$ cat config.mk
export PLATFORM = sky130hd
export DESIGN_NAME = jtopl_mmr
export DESIGN_NICKNAME = d
export VERILOG_FILES = /design/src/rtl/jtopl_pkg.sv /design/src/rtl/jtopl_mmr_dec.sv /design/src/rtl/jtopl_mmr.sv
export SDC_FILE = /design/constraint.sdc
export NUM_CORES = 1
export LEC_CHECK = 0
export BUFFER_PORTS_ARGS = -buffer_cell sky130_fd_sc_hd__buf_2
export CORE_ASPECT_RATIO = 1.4
export CORE_MARGIN = 3
export CORE_UTILIZATION = 43
export CTS_CLUSTER_SIZE = 25
export DETAILED_ROUTE_END_ITERATION = 7
export PLACE_DENSITY = 0.7
export SLEW_MARGIN = 10
export SYNTH_ARGS = -nofsm -noshare
export SYNTH_HDL_FRONTEND = slang
export SYNTH_SLANG_ARGS = --single-unit
$ cat constraint.sdc
create_clock -name clk -period 2.75 [get_ports clk]
set_input_delay 0.4125 -clock clk [delete_from_list [all_inputs] [get_ports clk]]
set_output_delay 0.4125 -clock clk [all_outputs]
set_load 0.005 [all_outputs]
$ cat src/rtl/jtopl_pkg.sv
// rtl/jtopl_pkg.sv - shared register map constants and strobe encoding for the OPL front end
package jtopl_pkg;

  // Register group bases as seen on the CPU bus
  localparam logic [7:0] REG_MULT  = 8'h20;
  localparam logic [7:0] REG_KSLTL = 8'h40;
  localparam logic [7:0] REG_ARDR  = 8'h60;
  localparam logic [7:0] REG_SLRR  = 8'h80;
  localparam logic [7:0] REG_FNUML = 8'hA0;
  localparam logic [7:0] REG_FNUMH = 8'hB0;
  localparam logic [7:0] REG_FBCON = 8'hC0;
  localparam logic [7:0] REG_RHY   = 8'hBD;
  localparam logic [7:0] REG_TIMA  = 8'h02;
  localparam logic [7:0] REG_TIMB  = 8'h03;
  localparam logic [7:0] REG_TCTL  = 8'h04;
  localparam logic [7:0] REG_CSM   = 8'h08;

  // Slots per scan; a strobe is held this many cen ticks
  localparam int SLOTS = 18;

  // Highest valid channel index within a channel register group
  localparam logic [3:0] MAX_CH = 4'd8;

  // One-hot field update strobe
  typedef enum logic [5:0] {
    STB_NONE  = 6'b000000,
    STB_MULT  = 6'b000001,
    STB_KSLTL = 6'b000010,
    STB_ARDR  = 6'b000100,
    STB_SLRR  = 6'b001000,
    STB_FNUM  = 6'b010000,
    STB_FBCON = 6'b100000
  } strobe_e;

  // Strobe hold state machine
  typedef enum logic {
    ST_IDLE = 1'b0,
    ST_HOLD = 1'b1
  } hold_state_e;

endpackage

$ cat src/rtl/jtopl_mmr_dec.sv
// rtl/jtopl_mmr_dec.sv - combinational register number to strobe/group/subslot decoder
module jtopl_mmr_dec
  import jtopl_pkg::*;
(
  input  logic [7:0] addr,
  output strobe_e    strobe,
  output logic [1:0] group,
  output logic [2:0] sub,
  output logic       valid
);

  logic [4:0] op_off;
  logic [3:0] ch;
  logic [3:0] hi_nib;

  assign op_off = addr[4:0];
  assign ch     = addr[3:0];
  assign hi_nib = addr[7:4];

  // Operator groups use the 5-bit offset split as group:sub; channel groups map c to (c/3, c%3)
  always_comb begin
    strobe = STB_NONE;
    group  = 2'd0;
    sub    = 3'd0;
    valid  = 1'b0;
    case (addr[7:5])
      3'd1, 3'd2, 3'd3, 3'd4: begin
        if (op_off[2:0] <= 3'd5 && op_off[4:3] != 2'd3) begin
          valid = 1'b1;
          group = op_off[4:3];
          sub   = op_off[2:0];
          case (addr[7:5])
            3'd1:    strobe = STB_MULT;
            3'd2:    strobe = STB_KSLTL;
            3'd3:    strobe = STB_ARDR;
            default: strobe = STB_SLRR;
          endcase
        end
      end
      default: ;
    endcase
    if ((hi_nib == REG_FNUMH[7:4] || hi_nib == REG_FBCON[7:4]) && ch <= MAX_CH) begin
      valid = 1'b1;
      if (hi_nib == REG_FNUMH[7:4]) begin
        strobe = STB_FNUM;
      end else begin
        strobe = STB_FBCON;
      end
      case (ch)
        4'd0:    begin group = 2'd0; sub = 3'd0; end
        4'd1:    begin group = 2'd0; sub = 3'd1; end
        4'd2:    begin group = 2'd0; sub = 3'd2; end
        4'd3:    begin group = 2'd1; sub = 3'd0; end
        4'd4:    begin group = 2'd1; sub = 3'd1; end
        4'd5:    begin group = 2'd1; sub = 3'd2; end
        4'd6:    begin group = 2'd2; sub = 3'd0; end
        4'd7:    begin group = 2'd2; sub = 3'd1; end
        default: begin group = 2'd2; sub = 3'd2; end
      endcase
    end
  end

endmodule

$ cat src/rtl/jtopl_mmr.sv
// rtl/jtopl_mmr.sv - CPU register front end: bus capture, decode, strobe hold and global registers
module jtopl_mmr #(
  parameter int SLOTS = jtopl_pkg::SLOTS
) (
  input  logic       clk,
  input  logic       rst,
  input  logic       cen,
  input  logic [7:0] din,
  input  logic       addr,
  input  logic       cs_n,
  input  logic       wr_n,
  output logic       busy,
  output logic       write,
  output logic [7:0] dout,
  output logic [1:0] sel_group,
  output logic [2:0] sel_sub,
  output logic       up_mult,
  output logic       up_ksl_tl,
  output logic       up_ar_dr,
  output logic       up_sl_rr,
  output logic       up_fnum,
  output logic       up_fbcon,
  output logic [7:0] latch_fnum,
  output logic [7:0] value_A,
  output logic [7:0] value_B,
  output logic       load_A,
  output logic       load_B,
  output logic       flagen_A,
  output logic       flagen_B,
  output logic       clr_flags,
  output logic       csm,
  output logic       nts,
  output logic       am_dep,
  output logic       vib_dep,
  output logic       rhy_en,
  output logic [4:0] rhy_kon
);
  import jtopl_pkg::*;

  localparam logic [4:0] HOLD_LOAD = 5'(SLOTS - 1);

  // Bus capture
  logic       wr_act;
  logic       wr_act_q, wr_act_d;
  logic       ev_q, ev_d;
  logic       ev_a0_q, ev_a0_d;
  logic [7:0] ev_din_q, ev_din_d;
  logic [7:0] pend_addr_q, pend_addr_d;
  logic [7:0] act_addr_q, act_addr_d;
  logic [7:0] dout_q, dout_d;
  logic       write_q, write_d;
  logic       accept;

  // Global registers
  logic [7:0] latch_fnum_q, latch_fnum_d;
  logic [7:0] value_a_q, value_a_d;
  logic [7:0] value_b_q, value_b_d;
  logic       load_a_q, load_a_d;
  logic       load_b_q, load_b_d;
  logic       flagen_a_q, flagen_a_d;
  logic       flagen_b_q, flagen_b_d;
  logic       clr_q, clr_d;
  logic       csm_q, csm_d;
  logic       nts_q, nts_d;
  logic       am_q, am_d;
  logic       vib_q, vib_d;
  logic       rhy_en_q, rhy_en_d;
  logic [4:0] rhy_kon_q, rhy_kon_d;

  // Hold FSM
  hold_state_e state_q, state_d;
  logic [4:0]  cnt_q, cnt_d;
  strobe_e     stb_q, stb_d;
  logic [5:0]  stb_bits;
  logic [1:0]  group_q, group_d;
  logic [2:0]  sub_q, sub_d;

  // Decoder view of the committed address
  strobe_e    dec_strobe;
  logic [1:0] dec_group;
  logic [2:0] dec_sub;
  logic       dec_valid;

  jtopl_mmr_dec u_dec (
    .addr   (act_addr_q),
    .strobe (dec_strobe),
    .group  (dec_group),
    .sub    (dec_sub),
    .valid  (dec_valid)
  );

  assign wr_act = !cs_n && !wr_n;

  // Bus edge detect, address/data latching and global register updates
  always_comb begin
    wr_act_d    = wr_act;
    ev_d        = wr_act && !wr_act_q;
    ev_a0_d     = addr;
    ev_din_d    = din;
    pend_addr_d = pend_addr_q;
    act_addr_d  = act_addr_q;
    dout_d      = dout_q;
    // A data write is refused while an update is in flight or still being decoded
    accept      = ev_q && ev_a0_q && !busy && !write_q;
    write_d     = accept;
    if (ev_q && !ev_a0_q) begin
      pend_addr_d = ev_din_q;
    end
    if (accept) begin
      dout_d     = ev_din_q;
      act_addr_d = pend_addr_q;
    end

    latch_fnum_d = latch_fnum_q;
    value_a_d    = value_a_q;
    value_b_d    = value_b_q;
    load_a_d     = load_a_q;
    load_b_d     = load_b_q;
    flagen_a_d   = flagen_a_q;
    flagen_b_d   = flagen_b_q;
    clr_d        = 1'b0;
    csm_d        = csm_q;
    nts_d        = nts_q;
    am_d         = am_q;
    vib_d        = vib_q;
    rhy_en_d     = rhy_en_q;
    rhy_kon_d    = rhy_kon_q;
    if (write_q) begin
      case (act_addr_q)
        REG_TIMA: value_a_d = dout_q;
        REG_TIMB: value_b_d = dout_q;
        REG_TCTL: begin
          // Flag reset writes leave the timer control bits untouched
          if (dout_q[7]) begin
            clr_d = 1'b1;
          end else begin
            load_a_d   = dout_q[0];
            load_b_d   = dout_q[1];
            flagen_a_d = !dout_q[6];
            flagen_b_d = !dout_q[5];
          end
        end
        REG_CSM: begin
          csm_d = dout_q[7];
          nts_d = dout_q[6];
        end
        REG_RHY: begin
          am_d      = dout_q[7];
          vib_d     = dout_q[6];
          rhy_en_d  = dout_q[5];
          rhy_kon_d = dout_q[4:0];
        end
        default: begin
          if (act_addr_q[7:4] == REG_FNUML[7:4] && act_addr_q[3:0] <= MAX_CH) begin
            latch_fnum_d = dout_q;
          end
        end
      endcase
    end
  end

  // Bus and global register flops
  always_ff @(posedge clk) begin
    if (rst) begin
      wr_act_q     <= 1'b0;
      ev_q         <= 1'b0;
      ev_a0_q      <= 1'b0;
      ev_din_q     <= 8'd0;
      pend_addr_q  <= 8'd0;
      act_addr_q   <= 8'd0;
      dout_q       <= 8'd0;
      write_q      <= 1'b0;
      latch_fnum_q <= 8'd0;
      value_a_q    <= 8'd0;
      value_b_q    <= 8'd0;
      load_a_q     <= 1'b0;
      load_b_q     <= 1'b0;
      flagen_a_q   <= 1'b0;
      flagen_b_q   <= 1'b0;
      clr_q        <= 1'b0;
      csm_q        <= 1'b0;
      nts_q        <= 1'b0;
      am_q         <= 1'b0;
      vib_q        <= 1'b0;
      rhy_en_q     <= 1'b0;
      rhy_kon_q    <= 5'd0;
    end else begin
      wr_act_q     <= wr_act_d;
      ev_q         <= ev_d;
      ev_a0_q      <= ev_a0_d;
      ev_din_q     <= ev_din_d;
      pend_addr_q  <= pend_addr_d;
      act_addr_q   <= act_addr_d;
      dout_q       <= dout_d;
      write_q      <= write_d;
      latch_fnum_q <= latch_fnum_d;
      value_a_q    <= value_a_d;
      value_b_q    <= value_b_d;
      load_a_q     <= load_a_d;
      load_b_q     <= load_b_d;
      flagen_a_q   <= flagen_a_d;
      flagen_b_q   <= flagen_b_d;
      clr_q        <= clr_d;
      csm_q        <= csm_d;
      nts_q        <= nts_d;
      am_q         <= am_d;
      vib_q        <= vib_d;
      rhy_en_q     <= rhy_en_d;
      rhy_kon_q    <= rhy_kon_d;
    end
  end

  // Hold FSM state register
  always_ff @(posedge clk) begin
    if (rst) begin
      state_q <= ST_IDLE;
      cnt_q   <= 5'd0;
      stb_q   <= STB_NONE;
      group_q <= 2'd0;
      sub_q   <= 3'd0;
    end else begin
      state_q <= state_d;
      cnt_q   <= cnt_d;
      stb_q   <= stb_d;
      group_q <= group_d;
      sub_q   <= sub_d;
    end
  end

  // Hold FSM next state: one full slot scan per strobed write, cen during the write pulse is not counted
  always_comb begin
    state_d = state_q;
    cnt_d   = cnt_q;
    stb_d   = stb_q;
    group_d = group_q;
    sub_d   = sub_q;
    case (state_q)
      ST_IDLE: begin
        if (write_q && dec_valid) begin
          state_d = ST_HOLD;
          cnt_d   = HOLD_LOAD;
          stb_d   = dec_strobe;
          group_d = dec_group;
          sub_d   = dec_sub;
        end
      end
      ST_HOLD: begin
        if (cen) begin
          if (cnt_q == 5'd0) begin
            state_d = ST_IDLE;
            stb_d   = STB_NONE;
            group_d = 2'd0;
            sub_d   = 3'd0;
          end else begin
            cnt_d = cnt_q - 5'd1;
          end
        end
      end
      default: state_d = ST_IDLE;
    endcase
  end

  assign stb_bits = stb_q;

  // Hold FSM outputs: strobes are gated by the HOLD state so busy and strobe share one window
  always_comb begin
    busy      = (state_q == ST_HOLD);
    up_mult   = busy && stb_bits[0];
    up_ksl_tl = busy && stb_bits[1];
    up_ar_dr  = busy && stb_bits[2];
    up_sl_rr  = busy && stb_bits[3];
    up_fnum   = busy && stb_bits[4];
    up_fbcon  = busy && stb_bits[5];
    sel_group = group_q;
    sel_sub   = sub_q;
  end

  assign write      = write_q;
  assign dout       = dout_q;
  assign latch_fnum = latch_fnum_q;
  assign value_A    = value_a_q;
  assign value_B    = value_b_q;
  assign load_A     = load_a_q;
  assign load_B     = load_b_q;
  assign flagen_A   = flagen_a_q;
  assign flagen_B   = flagen_b_q;
  assign clr_flags  = clr_q;
  assign csm        = csm_q;
  assign nts        = nts_q;
  assign am_dep     = am_q;
  assign vib_dep    = vib_q;
  assign rhy_en     = rhy_en_q;
  assign rhy_kon    = rhy_kon_q;

endmodule

==> metrics.md <==
| Metric | Value |
|---|---|
| Status | completed |
| Area of the multi-input gates | 1873 um2 |
| Ys async rst share | 0 |
| Placed instance area | 4389 um2 |
| Pre-Repair DR Iteration Count | 4 |
| Top cell type's share of synthesized area | 0.4892 |
| Antenna violations before repair | 0 |
| CTS H-Tree Depth | 3 |
| Num ports | 74 |
| Synth Warn # | 0 |
| Maximum fanout along the worst path | 13 |
| Pre-CTS setup slack | 0.5446 ns |
| Fin. max-slew vios | 0 |
| DRT Wirelength | 8.788 mm |
| Met3 WL | 337 um |
| Synth Instances | 412 |
| Slew at the pin with the worst max-slew slack | 0.7040 ns |
| Critical path type | reg -> reg |
| Share of cells above drive strength 1 | 0.2174 |
| Final Wtd Congestion | 0.8519 |
| Met2 WL post-DR | 4.630 mm |
| Wire per inst | 14.95 um |
| CTS resizes | 0 |
| Top Metal Used | met4 |
| Peak supply drop | 0.3977 mV |
| Buf/Inv on CP | 0 |
| Die span in x | 86.79 um |
| Dominant cells by area after synthesis | dfxtp_1 49%, mux2i_1 13%, nor2_1 4.2% |
| CTS tree | yes |
| Top FF cell, synth | dfxtp_1 |
| Diodes inserted | 0 |
| Die height | 119.1 um |
| Mean area per synthesized cell | 9.536 um2 |
| Clk buf depth | 2 |
| Final Skew | 0.008625 ns |
| Root buffer cell | clkbuf_16 |
| Cell taking the most area after synthesis | dfxtp_1 |
| DPL Wire Length | 6.328 mm |
| Slew HR | 0.5297 |
| Tot GR Track Use | 0.1776 |
| CP endpoint kind | flop |
| Slowest stage cell, crit path | or4_1 |
| Post-CTS setup buffers | 0 |
| Via/cell ratio | 5.270 |
| Crit-path max cell delay | 0.79 ns |
| Number of global-route vias before repair | 3,006 |
| CP required | 2.97 ns |
| Clock latency on the worst-skew pair | 0.35 ns |
| Final Hold Violating Endpoints | 0 |
| Port Buf Inserts | 73 |
| Initial cell density of the core | 0.4486 |
| Fillers | 797 |
| # hold bufs at CTS | 0 |
| Die area | 10,340 um2 |
| Fin crit share | 0.8264 |
| Count of different cell masters after synthesis | 47 |
| CP startpoint kind | flop |
| FMAX | 0.4400 GHz |
| DRT met1 WL | 3.666 mm |
| Final setup margin | 0.4775 ns |
| Synthesis-to-layout area growth | 19.27% |
| EDFF count, synth | 0 |
| Crit-path cells | or4_4 > or4_1 > mux2i_1 > nor2_1 |
| Max-cap violations | 0 |
| Final hold slack | 0.2392 ns |
| Post-synthesis sequential area ratio | 0.4892 |
| CTS Sinks | 96 |
| Std cell rows | 40 |
| Final instance area | 4686 um2 |
| DRC errors left | 0 |
| Final TNS setup | 0 ns |
| Tmin final | 2.273 ns |
| First-pass GRT wire length | 14.71 mm |
| Pwr Density | 576.3 nW/um2 |
| Core ar. | 8758 um2 |
| # nets final | 497 |
| RSZ-0062 raised after global routing | no |
| Gr ovfl total | 0 |
| Cell family with most CP delay | simple AND/OR/NAND/NOR gates |
| Worst EP arrival | 2.50 ns |
| Largest net degree at the start of global routing | 57 |
| Vias post-DR | 3,099 |
| Leak Pwr | 2.057 nW |
| Flip-flop and latch area | 1922 um2 |
| Yosys reg bits | 96 |
| Post-route antenna net violation count | 0 |
| Final setup viols | 0 |
| Synth Net Count | 431 |
| Initial DRC Count | 154 |
| Hold WC Path Type | in -> reg |
| Synthesized area | 3929 um2 |
| CTS Buf Count | 9 |
| Worst-path clk slew | 0.07 ns |
## layout make-up
cell class,count,area share
sequential,96,0.4101
multi-input combinational,281,0.3997
timing repair buffer,82,0.09239
clock buffer,9,0.04806
tap,105,0.02804
clock inverter,7,0.01522
inverter,8,0.006409
## worst reg2reg max path, delay by kind of cell, from the launching register on
family        cells  cell delay [ns]
flops             1             0.42
mux               1             0.28
simple gates      3             1.45
## cells in the final DEF, fill, tap and decap left out, types with 5 or more instances in the layout
cell type and instances:
dfxtp_1 96, buf_2 73, mux2i_1 52, nor2_1 44
nand2_1 38, a21oi_1 26, nand2b_1 24, nor2b_1 12
nor3_1 10, clkbuf_16 9, buf_4 9, inv_1 8
and2_1 8, nor4_1 7, ha_1 5, inv_6 5
## power breakdown
group          leakage, nW  switching (W)  total (W)  internal [W]
logic                 1.13      0.0000348  0.0000607     0.0000259
clock network        0.147       0.000587    0.00123      0.000644
registers            0.776     0.00000847    0.00141       0.00140
total                 2.06       0.000631    0.00270       0.00207
## layer usage
layer,global-route usage,vias to the layer above
li1,-,1544
met3,0.03183,13
met4,0.06628,0
met2,0.3104,74
met5,0,-
met1,0.2118,1468
## final timing paths
kind                                     from          to  slack (ns)  cells after the start
worst min-delay path                     cs_n    wr_act_q        0.24                      2
worst max register to register  act_addr_q[5]  value_B[4]        0.48                      4
worst max-delay path            act_addr_q[5]  value_B[4]        0.48                      4
worst min register to register       wr_act_q        ev_q        0.40                      1
## cells in the mapped netlist (5+ instances only)
| master | instances |
|---|---|
| and2_1 | 8 |
| nand2_1 | 38 |
| nor2b_1 | 12 |
| clkbuf_1 | 22 |
| nor3_1 | 10 |
| dfxtp_1 | 96 |
| nor4_1 | 7 |
| mux2i_1 | 52 |
| a21oi_1 | 26 |
| nor2_1 | 44 |
| inv_1 | 8 |
| nand2b_1 | 24 |
| ha_1 | 5 |
## metrics by stage
step | power (W) | utilization | cells
detailed placement | 0.001503 | 0.5011 | 572
global placement | 0.001502 | 0.5011 | 572
global route | 0.002780 | 0.5350 | 588
CTS | 0.002727 | 0.5350 | 588
floorplan | 0.001480 | - | 412
finish | 0.002700 | 0.5350 | 588
## sequential cells by signal (all words and copies together) (netlist names), 2 cells and up, named ones only
register and flops:
pend_addr_q 8, cnt_q 5, value_B 8, value_A 8
dout 8, latch_fnum 8, stb_bits 6, act_addr_q 8
rhy_kon 5, sel_group 2, ev_din_q 8, sel_sub 3
## cells by family after synthesis
group | count (synthesis) | synth area share
AND/OR/NAND/NOR | 172 | 0.2392
adder cells (fa/ha/maj) | 5 | 0.01592
AO/OA/AOI/OAI | 46 | 0.07229
buffers and inverters | 35 | 0.03567
flip-flops | 96 | 0.4892
multiplexers | 55 | 0.1411
XOR/XNOR | 3 | 0.006689
No activity file was read; power rests on OpenSTA's default activity.
